[config.mk]
export PLATFORM = sky130hd
export DESIGN_NAME = uart_prog_loader_flat
export DESIGN_NICKNAME = d
export VERILOG_FILES = /design/src/rtl/uart_prog_loader_pkg.sv /design/src/rtl/uart_prog_loader_if.sv /design/src/rtl/uart_prog_loader_rx_byte.sv /design/src/rtl/uart_prog_loader.sv /design/src/flat_wrapper.sv
export SDC_FILE = /design/constraint.sdc
export NUM_CORES = 1
export LEC_CHECK = 0
export CAP_MARGIN = 15
export CORE_ASPECT_RATIO = 1.1
export CORE_MARGIN = 3
export CORE_UTILIZATION = 50
export DETAILED_ROUTE_END_ITERATION = 7
export PLACE_DENSITY_LB_ADDON = 0.08
export SYNTH_ARGS = -nofsm -noshare
export SYNTH_HDL_FRONTEND = slang
export SYNTH_HIERARCHICAL = 1
export SYNTH_SLANG_ARGS = --single-unit
[constraint.sdc]
create_clock -name wb_clk_i -period 3.35 [get_ports wb_clk_i]
set_clock_uncertainty 0.1 [all_clocks]
set_input_delay 0.8375 -clock wb_clk_i [delete_from_list [all_inputs] [get_ports wb_clk_i]]
set_output_delay 0.8375 -clock wb_clk_i [all_outputs]
set_load 0.01 [all_outputs]
[src/rtl/uart_prog_loader_pkg.sv]
// Shared types and constants for the UART program loader.
//   rx_state_t       : receive FSM states
//   END_WORD_DEFAULT : default end-of-program marker word
//   BYTES_PER_WORD   : UART bytes that make up one instruction word
package uart_prog_pkg;

    typedef enum logic [1:0] {
        RX_IDLE,
        RX_START,
        RX_DATA,
        RX_STOP
    } rx_state_t;

    localparam logic [31:0] END_WORD_DEFAULT = 32'h0000_0FFF;
    localparam int          BYTES_PER_WORD   = 4;

endpackage

[src/rtl/uart_prog_loader_if.sv]
// Instruction-memory write bus driven by the program loader.
//   mem_we    : one-cycle write strobe
//   mem_addr  : word address of the write
//   mem_wdata : write data
// Modports: master (loader side), slave (memory side).
interface uart_prog_loader_if #(
    parameter int ADDR_W = 10
);
    logic              mem_we;
    logic [ADDR_W-1:0] mem_addr;
    logic [31:0]       mem_wdata;

    modport master (
        output mem_we,
        output mem_addr,
        output mem_wdata
    );

    modport slave (
        input mem_we,
        input mem_addr,
        input mem_wdata
    );
endinterface

[src/rtl/uart_prog_loader_rx_byte.sv]
// UART byte receiver: 2-flop synchronizer, receive FSM and bit timer.
// Ports:
//   clk, rst    : clock, synchronous active-high reset
//   enable      : when low the FSM is held in idle and emits nothing
//   rx          : asynchronous serial input, idle high
//   byte_valid  : one-cycle pulse, byte_data holds a good byte
//   byte_data   : received byte
//   frame_err   : one-cycle pulse, stop bit sampled low (byte dropped)
//
// state    | meaning
// RX_IDLE  | waiting for a start edge (only once re-armed by a high line)
// RX_START | timing to mid start bit, rejecting glitches
// RX_DATA  | sampling 8 data bits LSB first at mid-bit
// RX_STOP  | sampling the stop bit
module uart_rx_byte
    import uart_prog_pkg::*;
#(
    parameter int CLKS_PER_BIT = 4167
) (
    input  logic       clk,
    input  logic       rst,
    input  logic       enable,
    input  logic       rx,
    output logic       byte_valid,
    output logic [7:0] byte_data,
    output logic       frame_err
);
    localparam int CNT_W = (CLKS_PER_BIT > 2) ? $clog2(CLKS_PER_BIT) : 1;
    // Down-counter loads; a sample is taken when the counter reaches zero.
    localparam logic [CNT_W-1:0] HALF_LOAD = CNT_W'(CLKS_PER_BIT / 2 - 1);
    localparam logic [CNT_W-1:0] BIT_LOAD  = CNT_W'(CLKS_PER_BIT - 1);

    logic             rx_meta;
    logic             rx_sync;
    rx_state_t        state, state_next;
    logic [CNT_W-1:0] cnt, cnt_next;
    logic [2:0]       bit_idx, bit_next;
    logic             armed, armed_next;
    logic             shift_en;
    logic             valid_next;
    logic             ferr_next;
    logic [7:0]       shreg;

    always_ff @(posedge clk) begin
        if (rst) begin
            rx_meta    <= 1'b1;
            rx_sync    <= 1'b1;
            state      <= RX_IDLE;
            cnt        <= '0;
            bit_idx    <= '0;
            armed      <= 1'b1;
            shreg      <= '0;
            byte_valid <= 1'b0;
            frame_err  <= 1'b0;
        end else begin
            rx_meta    <= rx;
            rx_sync    <= rx_meta;
            state      <= state_next;
            cnt        <= cnt_next;
            bit_idx    <= bit_next;
            armed      <= armed_next;
            byte_valid <= valid_next;
            frame_err  <= ferr_next;
            if (shift_en) begin
                shreg <= {rx_sync, shreg[7:1]};
            end
        end
    end

    always_comb begin
        state_next = state;
        cnt_next   = cnt;
        bit_next   = bit_idx;
        armed_next = armed;
        shift_en   = 1'b0;
        valid_next = 1'b0;
        ferr_next  = 1'b0;

        if (!enable) begin
            state_next = RX_IDLE;
        end else begin
            case (state)
                RX_IDLE: begin
                    // After a low stop bit the line must go high before a
                    // new start bit is accepted.
                    if (!armed) begin
                        if (rx_sync) armed_next = 1'b1;
                    end else if (!rx_sync) begin
                        state_next = RX_START;
                        cnt_next   = HALF_LOAD;
                    end
                end
                RX_START: begin
                    if (cnt == '0) begin
                        if (rx_sync) begin
                            state_next = RX_IDLE;
                        end else begin
                            state_next = RX_DATA;
                            cnt_next   = BIT_LOAD;
                            bit_next   = '0;
                        end
                    end else begin
                        cnt_next = cnt - 1'b1;
                    end
                end
                RX_DATA: begin
                    if (cnt == '0) begin
                        shift_en = 1'b1;
                        cnt_next = BIT_LOAD;
                        if (bit_idx == 3'd7) begin
                            state_next = RX_STOP;
                        end else begin
                            bit_next = bit_idx + 1'b1;
                        end
                    end else begin
                        cnt_next = cnt - 1'b1;
                    end
                end
                RX_STOP: begin
                    if (cnt == '0) begin
                        state_next = RX_IDLE;
                        armed_next = rx_sync;
                        if (rx_sync) valid_next = 1'b1;
                        else         ferr_next  = 1'b1;
                    end else begin
                        cnt_next = cnt - 1'b1;
                    end
                end
                default: state_next = RX_IDLE;
            endcase
        end
    end

    assign byte_data = shreg;

endmodule

[src/rtl/uart_prog_loader.sv]
// UART boot-image loader. Assembles received bytes into little-endian
// 32-bit words and writes them sequentially to instruction memory from
// word 0; holds the core in reset until the end-of-program marker arrives.
// Ports:
//   wb_clk_i     : clock
//   wb_rst_i     : synchronous active-high reset
//   rx_i         : UART serial input, idle high
//   mem          : instruction-memory write bus (master)
//   prog_done_o  : sticky, marker word received
//   core_rst_o   : core reset, active-high (~prog_done_o)
//   frame_err_o  : sticky, a stop bit was sampled low
//   ovf_o        : sticky, a word arrived with memory already full
module uart_prog_loader
    import uart_prog_pkg::*;
#(
    parameter int          CLKS_PER_BIT = 4167,
    parameter int          ADDR_W       = 10,
    parameter logic [31:0] END_WORD     = END_WORD_DEFAULT
) (
    input  logic                wb_clk_i,
    input  logic                wb_rst_i,
    input  logic                rx_i,
    uart_prog_loader_if.master  mem,
    output logic                prog_done_o,
    output logic                core_rst_o,
    output logic                frame_err_o,
    output logic                ovf_o
);
    localparam logic [1:0] LAST_BYTE = 2'(BYTES_PER_WORD - 1);

    logic              rx_valid;
    logic [7:0]        rx_data;
    logic              rx_ferr;

    logic [1:0]        byte_cnt;
    logic [23:0]       word_buf;
    logic [31:0]       word_full;
    // One extra bit so a full memory is distinguishable and never wraps.
    logic [ADDR_W:0]   ptr;
    logic              we_q;
    logic [ADDR_W-1:0] addr_q;
    logic [31:0]       wdata_q;
    logic              done_q;
    logic              ferr_q;
    logic              ovf_q;

    uart_rx_byte #(
        .CLKS_PER_BIT (CLKS_PER_BIT)
    ) u_rx (
        .clk        (wb_clk_i),
        .rst        (wb_rst_i),
        .enable     (~done_q),
        .rx         (rx_i),
        .byte_valid (rx_valid),
        .byte_data  (rx_data),
        .frame_err  (rx_ferr)
    );

    // The 4th byte completes the word; it is processed on the same edge so
    // the write / done / overflow result is visible the following cycle.
    assign word_full = {rx_data, word_buf};

    always_ff @(posedge wb_clk_i) begin
        if (wb_rst_i) begin
            byte_cnt <= '0;
            word_buf <= '0;
            ptr      <= '0;
            we_q     <= 1'b0;
            addr_q   <= '0;
            wdata_q  <= '0;
            done_q   <= 1'b0;
            ferr_q   <= 1'b0;
            ovf_q    <= 1'b0;
        end else begin
            we_q <= 1'b0;
            if (!done_q) begin
                if (rx_ferr) begin
                    ferr_q <= 1'b1;
                end
                if (rx_valid) begin
                    if (byte_cnt == LAST_BYTE) begin
                        byte_cnt <= '0;
                        if (word_full == END_WORD) begin
                            done_q <= 1'b1;
                        end else if (!ptr[ADDR_W]) begin
                            we_q    <= 1'b1;
                            addr_q  <= ptr[ADDR_W-1:0];
                            wdata_q <= word_full;
                            ptr     <= ptr + 1'b1;
                        end else begin
                            ovf_q <= 1'b1;
                        end
                    end else begin
                        word_buf[{byte_cnt, 3'b000} +: 8] <= rx_data;
                        byte_cnt <= byte_cnt + 1'b1;
                    end
                end
            end
        end
    end

    assign mem.mem_we    = we_q;
    assign mem.mem_addr  = addr_q;
    assign mem.mem_wdata = wdata_q;
    assign prog_done_o   = done_q;
    assign core_rst_o    = ~done_q;
    assign frame_err_o   = ferr_q;
    assign ovf_o         = ovf_q;

endmodule

[src/flat_wrapper.sv]
// flat-port wrapper written by rule: the top's interface ports become plain ports
module uart_prog_loader_flat import uart_prog_pkg::*;
#(
    parameter int          CLKS_PER_BIT = 4167,
    parameter int          ADDR_W       = 10,
    parameter logic [31:0] END_WORD     = END_WORD_DEFAULT
)
  (wb_clk_i, wb_rst_i, rx_i, prog_done_o, core_rst_o, frame_err_o, ovf_o, mem_mem_we, mem_mem_addr, mem_mem_wdata);
  uart_prog_loader_if #(.ADDR_W(ADDR_W)) mem_i ();
  input  logic wb_clk_i;
  input  logic wb_rst_i;
  input  logic rx_i;
  output logic prog_done_o;
  output logic core_rst_o;
  output logic frame_err_o;
  output logic ovf_o;
  output wire logic [$bits(mem_i.mem_we)-1:0] mem_mem_we;
  output wire logic [$bits(mem_i.mem_addr)-1:0] mem_mem_addr;
  output wire logic [$bits(mem_i.mem_wdata)-1:0] mem_mem_wdata;
  assign mem_mem_we = mem_i.mem_we;
  assign mem_mem_addr = mem_i.mem_addr;
  assign mem_mem_wdata = mem_i.mem_wdata;
  uart_prog_loader #(.CLKS_PER_BIT(CLKS_PER_BIT), .ADDR_W(ADDR_W), .END_WORD(END_WORD)) u_core (.wb_clk_i(wb_clk_i), .wb_rst_i(wb_rst_i), .rx_i(rx_i), .mem(mem_i), .prog_done_o(prog_done_o), .core_rst_o(core_rst_o), .frame_err_o(frame_err_o), .ovf_o(ovf_o));
endmodule
[Word-level counts from Yosys, hierarchy flattened]
Index checks and enable logic that the tools add are counted.
Operators by class
  mux-type cells: 36
  equality and inequality tests: 16
  divide/modulo/power cells: 0
  shift-type cells: 2
  magnitude comparators: 0
  $mul: 0
  reduce and logical (&&, ||, !) cells: 17
  bitwise gates (word level): 7
  add/sub/neg operators: 5
Operators with widths (count)
  $mux 13: 6
  $pmux 13 s4: 1
  $eq 32x12->1 const B: 1
  $bwmux 24: 1
  $shift 8x7->24 const A: 1
  $shiftx 8x7->24: 1
  $ne 2x2->1 const B: 9
  $mux 2: 8
  $reduce_and 5->1: 3
  $logic_not 13->1: 1
  $sub 13x1->13 const B: 1
  $mux 1: 12
  $mux 3: 4
  $reduce_and 6->1: 2
  $add 11x1->11 const B: 1
  $mux 11: 1
  $pmux 2 s4: 1
  $neg 5->7: 1
  $not 1->1: 7
  $eq 2x2->1 const B: 3
  $pmux 3 s2: 1
  $reduce_and 3->1: 2
  $reduce_or 5->1: 1
  $reduce_and 2->1: 2
  11 further kinds: 12
Storage, ports and cells
  input port bits: 3
  memories kept: 0
  memory bits (read-only): 0
  RAM bits: 0
  register bits: 114
  word-level logic and storage cells: 102
  latch bits: 0

[Depth between registers and ports, before layout]
Gate-level depths: netlist (run 1).
  depth after elaboration: 5
  mapped depth: 7
  gate-level depth less buffers: 6

[Cells and area by module]
Netlist (run 1), hierarchy kept.
By module, submodules not included
  uart_prog_loader: cells each 348, area an instance 3273.1 um^2, times used 1
  uart_rx_byte: cells each 213, area an instance 1864.3 um^2, times used 1

[Worst setup path after synthesis (run 1)]
OpenSTA, ideal clock, no wires.
  path type: reg-to-reg
  start: register u_core.word_buf[10]
  end: register u_core.wdata_q[16] (netlist: u_core/mem.mem_wdata[16])
  cell stages (with the launch flop): 8
  slack: 985 ps
  arrival: 2138 ps
  period minus slack after synthesis: 2365 ps
  required time: 3122 ps
  path buffers: 2
  cells stage by stage: dfxtp_1 > or4bb_1 > or4_4 > o211ai_4 > buf_6 > buf_8 > mux2i_1 > nor2_1
Between the ends
  cells in the longest elaborated chain, start to end: 3
RTL lines
  start: declaration: line uart_prog_loader.sv:36  | logic [23:0] word_buf;
  start signal: indexed assignment: line uart_prog_loader.sv:94  | word_buf[{byte_cnt, 3'b000} +: 8] <= rx_data;
  $eq 32x12->1: line uart_prog_loader.sv:83  | if (word_full == END_WORD) begin
  $not 1->1 (no source line)
  $reduce_and 5->1 (no source line)
  end signal: assignment: line uart_prog_loader.sv:88  | wdata_q <= word_full;
  end: declaration: line uart_prog_loader.sv:42  | logic [31:0] wdata_q;
No other way between the ends.
A chain may end at the register's enable or synchronous reset.

[Worst setup path after layout (run 1)]
  start: register u_core.done_q (netlist: u_core/prog_done_o)
  end: output core_rst_o
Between the ends
  cells in the longest elaborated chain, start to end: 1
RTL lines
  start: declaration: line uart_prog_loader.sv:43  | logic done_q;
  start signal: assignment: line uart_prog_loader.sv:71  | done_q <= 1'b0;
  start signal: assignment: line uart_prog_loader.sv:84  | done_q <= 1'b1;
  $not 1->1
  end: declaration: line flat_wrapper.sv:14  | output logic core_rst_o;
No other way between the ends.

==> results.md, run 1 <==
Worst hold path:
- Along the worst hold path, the cell count comes to 1.
- The path with the worst hold slack has its endpoint at u_core/u_rx/rx_sync.
- The tightest min-delay check is of the flip-flop to flip-flop type.
- The startpoint of the most critical hold path is u_core/u_rx/rx_meta.

Detailed routing:
- The vias after detailed routing is 4312.
- After detailed routing, the number of remaining DRC violations is 0.
- The number of design-rule violations left by the first detailed-router iteration is 210.
- The number of iterations in the first detailed-routing pass is 6.
- The via density per instance is 5.82.
- The count of nets left with antenna violations once routing finished came out at 0.
- After detailed routing, the total wire length is 12000 um.
- The average wire length per cell after detail routing is 16.2 um.

Global routing:
- In the global route stage, overall resource usage came out at 22.1%.
- For this run the aggregate overflow at the end of global routing stands at 0.
- The most crowded layer after global routing is met2.
- The met3 global-route usage is 5.22%.
- The met2 demand-to-capacity share in global routing is 35.9%.
- The initial antenna violation count is 0.
- The global-route wire length before repair is 20400 um.
- The via count of the first global-routing pass was 4195.
- The largest net degree at the start of global routing is 77.
- Global routing used 28.0% of the available met1 tracks.

Cells and area:
- The area added between synthesis and finish is 22.4%.
- 0 antenna diodes ended up in the layout.
- Of the cells placed in the final design, the portion with a size suffix greater than 1 is 9.82%.
- For this run, the post-layout net count is 626.
- Once layout is complete, the utilization of the core stands at 63.3%.

STA:
- Dividing the final minimum period by the clock period gives 82.7%.
- The final hold violation count is 0.
- In this run the tightest slew margin relative to its limit is 38.2%.
- The number of pins exceeding their max-slew limit in the final report is 0.
- The worst hold slack after final layout is 0.309 ns.
- The setup TNS is 0 ns.
- Setup violations remaining at the end of the flow were counted as 0.
- For the pin with the worst max-slew slack, the measured transition is 0.925 ns.
- Setup repair after global routing left no endpoint under its margin.
- The final period demand of the worst path is 2.77 ns.
- The maximum clock rate is 0.361 GHz.

Critical path:
- Together, buffers and inverters on the worst path number 2.
- Walking the worst path, the cells encountered are inv_1, clkdlybuf4s50_1.
- The family of cells with the greatest summed delay on the critical path is buffers and inverters.
- In this run the worst path has a maximum fanout of 14.
- The critical path is of the flip-flop to output pin type.
- STA classifies the critical path startpoint as a flip-flop.
- The data arrival time of the worst path is 1.83 ns.
- In this run the critical register-to-register path is captured at u_core/mem.mem_addr[0].
- The critical path data required time is 2.41 ns.
- The largest individual stage delay along the critical path comes from the cell clkdlybuf4s50_1.
- The worst register-to-register path begins at u_core/word_buf[10].
- The setup slack of the worst register-to-register path is 0.68 ns.
- The worst setup path is captured at an output pin.
- Counting cells, the worst reg-to-reg path comes to 6.
- For this run, the slowest stage of the critical path takes 0.63 ns.

Yosys:
- The share of synthesized area occupied by flip-flops and latches is 44.4%.
- The total number of yosys warnings is 6.
- After synthesis, the mean cell area works out to 9.16 um2.
- The number of nets handed over by synthesis was 579.
- The unique cell type count in the Yosys netlist is 64.
- The fraction of the mapped netlist area in simple logic gates is 22.1%.
- The multiplexer area fraction after synthesis is 9.74%.
- The register bit count reported by yosys is 114.
- For this run, the leading register cell type out of synthesis is dfxtp_1.
- The area fraction in compound gates after synthesis is 14.5%.
- Summing every instance area after synthesis gives 5140 um2.
- After Yosys synthesis, full adders, half adders and majority gates account for 3.65% of the synthesized area.
- Summing the areas of all xor and xnor instances in the mapped netlist gives 0.511% of the synthesized area.
- Counting flops with an async set or reset pin after synthesis yields a share of 0%.
- In this run, synthesis inferred 0 flip-flops with an integrated enable.
- The number of cells produced by synthesis is 561.
- By area, the combinational part of the netlist is dominated by simple AND/OR/NAND/NOR gates.

Clock network:
- The count of hold buffers inserted by post-cts repair is 0.
- The buffer levels on the longest clock path is 2.
- In this run the post-CTS setup repair buffer count came out at 0.
- The H-tree generated during clock tree synthesis spans 4 levels.
- The source-to-sink clock delay at the later pin of the worst-skew pair is 0.51 ns.
- The tree is rooted in a clkbuf_8.
- The clock buffer count from CTS is 17.
- The number of sinks handled by clock tree synthesis is 114.
- TritonCTS built the clock tree.
- The clock-pin slew of the registers on the worst-case setup and hold paths is 0.05 ns.
- The count of cells resized by post-cts repair is 0.

Power and ir drop:
- The worst vdd rail ir drop is 442 uV.
- For this design the static power due to leakage is 2.57 nW.
- The power per cell area is 627 nW/um2.

Die:
- Once the floorplan was initialized, standard cells occupied 51.7% of the core.
- The total I/O pin count is 50.
- The die area is 11500 um2.
- The overall die height is 112 um.
- Row generation in the floorplan step produced 38 rows.
- The horizontal extent of the die is 103 um.
- The region available for standard cell placement spans 9940 um2.

Outcome:
- The run finished with clean final reports.

Place:
- Once detailed placement completed, the half-perimeter wirelength came to 8190 um.
- Port buffering added 49 buffers.
- The final estimated routing congestion in global placement is 0.883.

Run:
- Max-cap violations in this run came to 0.
==> cell usage in the layout (no fill, tap or decap), drive strengths merged, types with 3 or more instances in the layout <==
| cell type | n |
|---|---|
| ha | 15 |
| o21ai | 10 |
| mux2i | 50 |
| a211oi | 4 |
| nor4b | 3 |
| dfxtp | 114 |
| clkbuf | 18 |
| xor2 | 3 |
| nand3 | 35 |
| o31ai | 3 |
| inv | 19 |
| o2111ai | 5 |
| or2 | 4 |
| a21oi | 45 |
| bufinv | 5 |
| or4 | 9 |
| o221ai | 4 |
| nor3 | 12 |
| o211ai | 7 |
| nor3b | 4 |
| nand4 | 15 |
| nor4 | 5 |
| nor2 | 64 |
| and2 | 3 |
| buf | 10 |
| clkinv | 7 |
| clkdlybuf4s50 | 48 |
| nand2b | 4 |
| nand2 | 52 |
| a41oi | 5 |
| a31oi | 4 |
| or3 | 7 |
==> cells in the mapped netlist, types with 4 or more instances <==
library cell | number | share of area [%]
nand3_1 | 34 | 3.3
nand2b_1 | 4 | 0.49
nor3b_1 | 4 | 0.58
or3_1 | 6 | 0.73
o211ai_1 | 6 | 0.88
clkbuf_1 | 18 | 1.3
or2_2 | 4 | 0.49
o221ai_1 | 4 | 0.68
o2111ai_1 | 5 | 0.85
or4_1 | 7 | 1.0
nor4_1 | 4 | 0.49
o21ai_0 | 9 | 0.88
nand2_1 | 52 | 3.8
a31oi_1 | 4 | 0.49
a211oi_1 | 4 | 0.58
a21oi_1 | 45 | 4.4
mux2i_1 | 50 | 9.7
inv_1 | 19 | 1.4
nor3_1 | 12 | 1.2
ha_1 | 15 | 3.7
dfxtp_1 | 114 | 44
nor2_1 | 64 | 4.7
nand4_1 | 14 | 1.7
a41oi_1 | 5 | 0.85
==> area by class of cell <==
class / count / area [um2]
Fill cell: 821 / 3650
Multi-Input combinational cell: 398 / 2590
Sequential cell: 114 / 2280
Timing Repair Buffer: 58 / 553
Clock buffer: 18 / 428
Clock inverter: 14 / 211
Tap cell: 120 / 150
Inverter: 19 / 71.3
==> cell families (layout without fill, tap and decap cells) <==
logic type,count (synthesis),count (layout)
multiplexers,50,50
AO/OA/AOI/OAI,107,107
buffers and inverters,49,109
AND/OR/NAND/NOR,223,223
adder cells (fa/ha/maj),15,15
XOR/XNOR,3,3
flip-flops,114,114
==> routing by layer <==
layer,share of wire [%],up-vias
li1,-,2135
met1,44,2032
met2,50,123
met3,3.8,22
met4,2.2,0
met5,0,-
==> state kept, by name, summed over array words and instances (netlist names), 2 cells and up, named ones only <==
name / cells
u_core/mem.mem_wdata: 32
u_core/u_rx/byte_data: 8
u_core/u_rx/cnt: 13
u_core/u_rx/bit_idx: 3
u_core/byte_cnt: 2
u_core/word_buf: 24
u_core/ptr: 11
u_core/mem.mem_addr: 10
==> stage by stage <==
| step | power [mW] | std cells | setup slack, ns | instance area, um2 |
|---|---|---|---|---|
| after floorplan | 1.89 | 561 | 0.985 | 5140 |
| after global placement | 2.03 | 709 | 0.726 | 5650 |
| after detailed placement | 2.04 | 709 | 0.683 | 5650 |
| after CTS | 3.96 | 741 | 0.538 | 6290 |
| after global routing | 4.11 | 741 | 0.447 | 6290 |
| final | 3.94 | 741 | 0.579 | 6290 |
==> how the worst max path moves through the flow <==
stage,startpoint,to,depth (start not counted)
after global placement,u_core/word_buf[10],u_core/mem.mem_addr[6],6
after CTS,u_core/prog_done_o,core_rst_o,2
after detailed placement,u_core/word_buf[10],u_core/mem.mem_wdata[20],6
after global routing,u_core/prog_done_o,core_rst_o,2
after floorplan,u_core/word_buf[10],u_core/mem.mem_wdata[16],7
final,u_core/prog_done_o,core_rst_o,2
==> power breakdown <==
part           internal (mW)  switching (mW)  total [mW]
clock                   1.30           0.618        1.92
sequential              1.38          0.0502        1.43
combinational          0.203           0.385       0.589
No activity file was read; power rests on OpenSTA's default activity.
==> inputs of run 2 (changes only) <==
==> constraint.sdc (replaced) <==
create_clock -name wb_clk_i -period 2.6 [get_ports wb_clk_i]
set_clock_uncertainty 0.1 [all_clocks]
set_input_delay 0.65 -clock wb_clk_i [delete_from_list [all_inputs] [get_ports wb_clk_i]]
set_output_delay 0.65 -clock wb_clk_i [all_outputs]
set_load 0.01 [all_outputs]
==> run 2 against run 1 <==
  * Cell area grew 1.7%
  * Sequential power grew 29%
  * Via count grew 3.6%
  * Non-clock buffer count grew 18
  * Sequential share of layout area shrank 0.62 points
  * Register-to-register slack lost 0.57 ns
  * First-iteration DRC count grew 37%
  * Clock-buffer cell count grew 4
  * Clock power grew 13%
  * Highest routed layer unchanged
==> results.md, run 2 (synthesis results as in run 1) <==
Critical path:
- The critical path class is flip-flop to flip-flop.
- The number of buffer and inverter instances along the worst setup path is 2 (unchanged).
- The highest fanout seen on the critical path came to 16 (+2).
- The signal on the critical path passes through or4bb_1, or4_4, o211ai_4, buf_4, clkbuf_16, mux2i_1, nor2_1.
- The worst stage delay on the critical path came to 0.61 ns (-0.02 ns).
- The slowest cell on the critical path is or4_4.
- Grouping stages by cell kind, the critical path spends the most delay in simple AND/OR/NAND/NOR gates.
- The critical path data required time was 2.87 ns (+0.46 ns).
- The worst setup path is launched from a flip-flop.
- The data arrival time of the worst path is 2.76 ns (+0.93 ns).
- STA classifies the critical path endpoint as a flip-flop.

STA:
- The final count of negative-setup-slack endpoints is 0 (unchanged).
- The maximum clock rate is 0.401 GHz.
- The setup TNS is 0 ns (unchanged).
- Setup repair after global routing left no endpoint under its margin.
- The number of pins exceeding their max-slew limit in the final report was 0 (unchanged).
- The final hold violation count is 0 (unchanged).
- The worst-margin pin slew came to 0.806 ns (-0.119 ns).
- The worst slew slack as a fraction of its limit came to 45.8% (+7.6 points).
- The final period demand of the worst path is 2.49 ns.
- The final critical-path share of the clock period is 95.8%.

Place:
- The final estimated routing congestion in global placement is 0.896 (+1.4%).
- The port buffer count is 49 (unchanged).
- The detailed placement HPWL is 8630 um (+5.4%).

Clock network:
- The TritonCTS clock tree is built.
- The count of hold buffers inserted by post-cts repair is 0 (unchanged).
- The buffer levels on the longest clock path was 2 (unchanged).
- The clock-pin slew of the registers on the worst-case setup and hold paths is 0.06 ns (about the same).
- The level count of the clock H-tree came to 4 (unchanged).
- The number of sinks handled by clock tree synthesis is 114 (unchanged).
- The source-to-sink clock delay at the later pin of the worst-skew pair is 0.51 ns (about the same).
- The clock buffer count from CTS is 17 (unchanged).
- The root buffer selected by CTS is clkbuf_8.

Detailed routing:
- The total wire length came to 12600 um (+4.7%).
- The average wire length per cell after detail routing came to 16.5 um (+2.3%).
- The via density per instance is 5.89 (+1.2%).
- The number of design-rule violations left by the first detailed-router iteration was 288 (+37%).
- The number of iterations in the first detailed-routing pass was 6 (unchanged).
- The DRC violation count after routing is 0 (unchanged).
- The vias after detailed routing is 4468 (+3.6%).
- The antenna violation net count after detailed routing came to 0 (unchanged).

Cells and area:
- The area added between synthesis and finish is 24.5%.
- The flip-flop count of the largest register after layout is 32 (unchanged).
- The fraction of layout instances using a drive strength above 1 came to 11.9% (+2.1 points).
- The most common cell after layout, fill and taps aside is dfxtp_1.
- The number of diodes added for antenna fixing is 0 (unchanged).
- The library cells used most frequently in the layout, excluding fill and tap cells, are dfxtp_1, nor2_1, nand2_1, mux2i_1, clkdlybuf4s50_1.
- The total number of nets in the final design is 644 (+2.9%).

Die:
- The horizontal extent of the die is 103 um (unchanged).
- The placeable core region is 9940 um2 (unchanged).
- The die area is 11500 um2 (unchanged).
- The effective utilization at floorplan is 51.7% (unchanged).
- The overall die height came to 112 um (unchanged).
- The number of core rows is 38 (unchanged).
- The total I/O pin count is 50 (unchanged).

Global routing:
- The initial antenna violation count came to 0 (unchanged).
- The largest net degree at the start of global routing is 64 (-17%).
- The global-route wire length before repair is 20600 um (+0.81%).
- The total congestion overflow is 0 (unchanged).
- The via count of the first global-routing pass came to 4323 (+3.1%).
- The total global-route track usage is 22.2% (+0.069 points).

Power and ir drop:
- The worst vdd rail ir drop came to 450 uV (+1.8%).
- The leakage power is 2.65 nW (+3.1%).
- The overall power of the completed layout is 4.80 mW (+22%).
- The power per cell area is 750 nW/um2 (+20%).

Run:
- The max-capacitance violation count was 0 (unchanged).

Outcome:
- The run finished with clean final reports.

Worst hold path:
- The min-delay analysis places its worst path in the category flip-flop to flip-flop.
-- run 2: final timing paths --
kind	from	end	slack [ns]	depth (start not counted)
worst min-delay path	u_core/u_rx/rx_meta	u_core/u_rx/rx_sync	0.31	1
worst min register to register	u_core/u_rx/rx_meta	u_core/u_rx/rx_sync	0.31	1
worst max register to register	u_core/word_buf[10]	u_core/mem.mem_wdata[24]	0.11	7
worst max-delay path	u_core/word_buf[10]	u_core/mem.mem_wdata[24]	0.11	7
-- run 2: power by group --
| group | switching [mW] | leakage [nW] | internal, mW |
|---|---|---|---|
| logic | 0.496 | 1.45 | 0.281 |
| clock network | 0.771 | 0.275 | 1.40 |
| registers | 0.0602 | 0.919 | 1.78 |
-- run 2: area by class of cell --
type	count	area, um2
Clock inverter	10	109
Fill cell	868	3540
Multi-Input combinational cell	398	2590
Inverter	19	71.3
Sequential cell	114	2280
Timing Repair Buffer	76	739
Clock buffer	22	453
Tap cell	120	150
-- run 2: what timing repair did --
action | CTS | global route
setup endpoints to repair | 0 | 7
setup buffers | 0 | 2
gates resized for setup | 0 | 1
-- run 2: stage by stage --
step | std cells | setup WS, ns | instance area (um2) | util, % | hold slack (ns)
floorplan | 561 | 0.235 | 5140 | - | 0.289
global placement | 723 | 0.129 | 5770 | 58.0 | 0.294
detailed placement | 723 | 0.0971 | 5770 | 58.0 | 0.294
CTS | 755 | 0.0824 | 6330 | 63.7 | 0.308
global route | 759 | 0.0306 | 6400 | 64.4 | 0.327
finish | 759 | 0.109 | 6400 | 64.4 | 0.306
-- run 2: routing by layer --
| metal | up-vias | global-route usage, % | part of all wire [%] |
|---|---|---|---|
| li1 | 2185 | - | - |
| met1 | 2099 | 27.4 | 42 |
| met2 | 154 | 37.1 | 51 |
| met3 | 30 | 5.16 | 5.1 |
| met4 | 0 | 8.31 | 2.4 |
| met5 | - | 0 | 0 |
==> inputs of run 3 (changes only) <==
--- a/config.mk
+++ b/config.mk
@@ -5,6 +5,7 @@
 export SDC_FILE = /design/constraint.sdc
 export NUM_CORES = 1
 export LEC_CHECK = 0
+export ABC_AREA = 0
 export CAP_MARGIN = 15
 export CORE_ASPECT_RATIO = 1.1
 export CORE_MARGIN = 3
==> results of run 3 <==
The final DEF is identical to that of run 2; final timing and power are the same.
==> RTL change 1: new RTL, flow settings as in run 3 <==
`CLKS_PER_BIT` is set to 4167 in 3 places; all go to 8334.
--- a/src/rtl/uart_prog_loader_rx_byte.sv
+++ b/src/rtl/uart_prog_loader_rx_byte.sv
@@ -15,7 +15,7 @@
 module uart_rx_byte
     import uart_prog_pkg::*;
 #(
-    parameter int CLKS_PER_BIT = 4167
+    parameter int CLKS_PER_BIT = 8334
 ) (
     input  logic       clk,
     input  logic       rst,
--- a/src/rtl/uart_prog_loader.sv
+++ b/src/rtl/uart_prog_loader.sv
@@ -13,7 +13,7 @@
 module uart_prog_loader
     import uart_prog_pkg::*;
 #(
-    parameter int          CLKS_PER_BIT = 4167,
+    parameter int          CLKS_PER_BIT = 8334,
     parameter int          ADDR_W       = 10,
     parameter logic [31:0] END_WORD     = END_WORD_DEFAULT
 ) (
--- a/src/flat_wrapper.sv
+++ b/src/flat_wrapper.sv
@@ -1,7 +1,7 @@
 // flat-port wrapper written by rule: the top's interface ports become plain ports
 module uart_prog_loader_flat import uart_prog_pkg::*;
 #(
-    parameter int          CLKS_PER_BIT = 4167,
+    parameter int          CLKS_PER_BIT = 8334,
     parameter int          ADDR_W       = 10,
     parameter logic [31:0] END_WORD     = END_WORD_DEFAULT
 )
Formal check against the unedited RTL: same outputs for any inputs over 10 cycles, from zero or initial values and one cycle with wb_rst_i high; that may be too few to reach the edited logic, so the function may still have changed.
==> RTL change 1 against run 3 <==
  * Routed wire length decreased by 9.1%
  * Power down 2.5%
  * Utilization grew 1.2 points
  * Critical path depth shrank 1
  * Highest routed layer unchanged
  * Synthesized area shrank 2.8%
  * Sequential cell count increased by 1
  * Setup slack got worse by 0.021 ns
  * Non-clock buffer count decreased by 6
  * Design area is 2.2% lower
  * Largest power group unchanged
==> RTL change 1: results (changes against run 3) <==
place:
  placed_area_sq_um: 5650  # -2.1%
  dp_cells: 713  # -1.4%
  dp_hpwl_um: 7680  # -11%
  gp_congestion: 0.808  # -9.8%
  preCtsSetupSlack_ns: 0.111  # +0.0144 ns
worst_setup_path:
  worst-path-max-fanout: 33  # +17
  reg2reg_slack_ns: 0.09  # -0.02 ns
  r2r-start: "u_core/word_buf[13]"
  critPathArrivalTime_ns: 2.79  # +0.03 ns
  start_kind: "flip-flop"
  timing.rr.end: "u_core/mem.mem_wdata[25]"
  worstRegToRegCells: 6  # -1
die:
  core_area_sq_um: 9540  # -4.0%
global_route:
  globalRouteTotalUtil_pct: 21.4  # -0.81 points
  grtUsageMet3_pct: 4.72  # -0.44 points
  grtUsageMet2_pct: 36.9  # -0.26 points
  grt_first_pass_wirelength_um: 19700  # -4.5%
  use_met1_pct: 25.6  # -1.9 points
cells_and_area:
  drive_gt1_share_pct: 11.5  # -0.43 points
  fin_nets: 632  # -1.9%
  final_area_sq_um: 6260  # -2.2%
  fin_cells: 745  # -1.8%
route:
  drt_first_pass_iters: 5  # -1
  drt_iter0_markers: 149  # -48%
  drt_wl_total_um: 11400  # -9.1%
power_and_ir_drop:
  ir_worst_vdd_mv: 0.563  # +25%
  total_leakage_power_nw: 2.63  # -0.57%
logic_synthesis:
  syn-num-nets: 569  # -1.7%
  ys_types: 53  # -17%
  netlist_top_cells_area: "dfxtp_1 46%, mux2i_1 10%, nor2_1 5.9%"
  ys_top_cells_by_count: "115 x dfxtp_1, 79 x nor2_1, 52 x mux2i_1"
  syn_avg_cell_area_sq_um: 9.04  # -1.3%
outcome:
  status: "complete, no violations"
timing:
  period_needed_ns: 2.51  # +0.0210 ns
  relSlewSlack_pct: 60.7  # +15 points
[RTL change 1: cell types whose count changed after synthesis, sizes merged, moves of 4 or more]
cell	change
a41oi	-5
inv	-7
nand2	-7
nand4	-7
nor2	+15
o21ai	+6
o221ai	-4
or4	+5
[RTL change 1: kinds of logic after synthesis]
family                   count (synthesis)  synth area share [%]
AO/OA/AOI/OAI                           92                  11.3
XOR/XNOR                                 3                 0.527
flip-flops                             115                  46.1
buffers and inverters                   38                  4.14
AND/OR/NAND/NOR                        238                  24.0
multiplexers                            52                  10.4
adder cells (fa/ha/maj)                 14                  3.51
[RTL change 1: area by class of cell]
cell class / instances / area, sq um
fill: 821 / 3280
multi-input combinational: 399 / 2490
sequential: 115 / 2300
timing repair buffer: 70 / 674
clock buffer: 17 / 414
clock inverter: 15 / 183
tap: 117 / 146
inverter: 12 / 45.0
[RTL change 1: metal layers]
metal | vias to the layer above | routed length [um]
li1 | 2103 | -
met1 | 2056 | 4970
met2 | 55 | 6000
met3 | 11 | 307
met4 | 0 | 133
met5 | - | 0
[RTL change 1: power breakdown]
part / total (W) / internal (W) / switching, W
Combinational: 0.000547 / 0.000229 / 0.000318
Sequential: 0.00181 / 0.00179 / 0.0000238
Clock: 0.00232 / 0.00147 / 0.000855
Total: 0.00468 / 0.00348 / 0.00120
[RTL change 1: worst max-delay path: stages, from the launching register on]
cell	delay (ns)
dfxtp_2	0.33
or4_4	0.52
or4_4	0.59
o211ai_4	0.25
buf_12	0.27
mux2i_1	0.24
nor2_1	0.06
[RTL change 1: repair_timing]
| item | CTS | global route |
|---|---|---|
| hold buffers | 0 | 0 |
| endpoints found under the setup margin | 0 | 19 |
| gates resized for setup | 0 | 5 |
| setup buffers | 0 | 0 |
==> RTL change 2: new RTL, config.mk and constraints of run 3 <==
Without the edit above. Register the output `frame_err_o` once more, with the module's reset; this adds one clock of latency there. The other outputs are not delayed to match.
--- a/src/rtl/uart_prog_loader.sv
+++ b/src/rtl/uart_prog_loader.sv
@@ -104,7 +104,13 @@
     assign mem.mem_wdata = wdata_q;
     assign prog_done_o   = done_q;
     assign core_rst_o    = ~done_q;
-    assign frame_err_o   = ferr_q;
+    always_ff @(posedge wb_clk_i) begin
+        if (wb_rst_i) begin
+            frame_err_o <= '0;
+        end else begin
+            frame_err_o <= ferr_q;
+        end
+    end
     assign ovf_o         = ovf_q;
 
 endmodule
Function: no difference found for any inputs over 10 cycles, from zero or initial values and one cycle with wb_rst_i high; that may be too few to reach the edited logic, so the function may still have changed.
==> RTL change 2 against run 3 <==
  * Synthesized area is 4.4% higher
  * Power grew 6.7%
  * Setup slack better by 0.12 ns
  * Sequential cell count increased by 1
  * Design area up 3.6%
  * Count of clock-buffer cells in the layout unchanged
  * Routed wire length is essentially flat
  * Critical endpoint is now u_core/ptr[0]
  * Largest power group unchanged
  * Highest routed layer unchanged
==> RTL change 2: results (changes against run 3) <==
global_route:
  grt_pass1_vias: 4403  # +1.9%
  use_met1_pct: 27.3  # -0.096 points
  globalRouteTotalUtil_pct: 21.4  # -0.78 points
outcome:
  status: "complete, no violations"
place:
  placed_area_sq_um: 5990  # +3.9%
  dp_hpwl_um: 8520  # -1.2%
  preCtsSetupSlack_ns: 0.260  # +0.163 ns
  gp_congestion: 0.887  # -1.0%
  dp_cells: 794  # +9.8%
worst_setup_path:
  worstSetupEndpoint: "u_core/ptr[0]"
  worst-path-max-fanout: 30  # +14
  worstRegToRegCells: 6  # -1
  crit_start: "u_core/u_rx/byte_data[0]"
  critPathArrivalTime_ns: 2.55  # -0.21 ns
  max_stage_delay_ns: 0.58  # -0.03 ns
cells_and_area:
  final_util_pct: 63.4  # -0.92 points
  fin_cells: 825  # +8.7%
  fin_nets: 688  # +6.8%
  drive_gt1_share_pct: 19.8  # +7.9 points
route:
  drt_iter0_markers: 207  # -28%
  met3_length_um: 578  # -10%
  drt_first_pass_iters: 5  # -1
  drt_wl_total_um: 12600  # about the same
power_and_ir_drop:
  total_leakage_power_nw: 2.28  # -14%
  ir_worst_vdd_mv: 0.458  # +1.7%
logic_synthesis:
  ys_types: 71  # +11%
  synth_xor_area_share_pct: 0.163  # -0.35 points
  synth_compound_area_share_pct: 20.7  # +6.3 points
  netlist_top_cells_area: "dfxtp_1 43%, nand2_1 7.5%, a21oi_1 5.3%"
  synthMuxAreaShare_pct: 1.31  # -8.4 points
timing:
  relSlewSlack_pct: 54.8  # +9.0 points
  hold_slack_ns: 0.321  # +0.0149 ns
clock_tree:
  insertion_delay_ns: 0.41  # -0.10 ns
==> RTL change 2: cell types whose count changed in the layout (fill, tap and decap cells not counted), sizes merged, moves of 2 or more <==
cell | run 3 | this run
clkbuf | 24 | 22
and3 | 0 | 3
clkinv | 6 | 4
a21oi | 45 | 88
o2111ai | 5 | 2
o21a | 1 | 3
mux2i | 50 | 7
nor2 | 64 | 20
xor2 | 3 | 0
bufinv | 2 | 4
buf | 26 | 23
nand2 | 52 | 137
==> RTL change 2: cell type report <==
cell class | instances | area share [%]
Sequential cell | 115 | 34.7
Timing Repair Buffer | 71 | 10.0
Multi-Input combinational cell | 445 | 41.8
Tap cell | 143 | 2.70
Clock buffer | 22 | 7.31
Inverter | 20 | 1.13
Clock inverter | 9 | 2.29
==> RTL change 2: power by group <==
part           total [W]  switching (W)  internal (W)
clock network    0.00247       0.000780       0.00169
logic           0.000779       0.000496      0.000283
registers        0.00186      0.0000607       0.00180
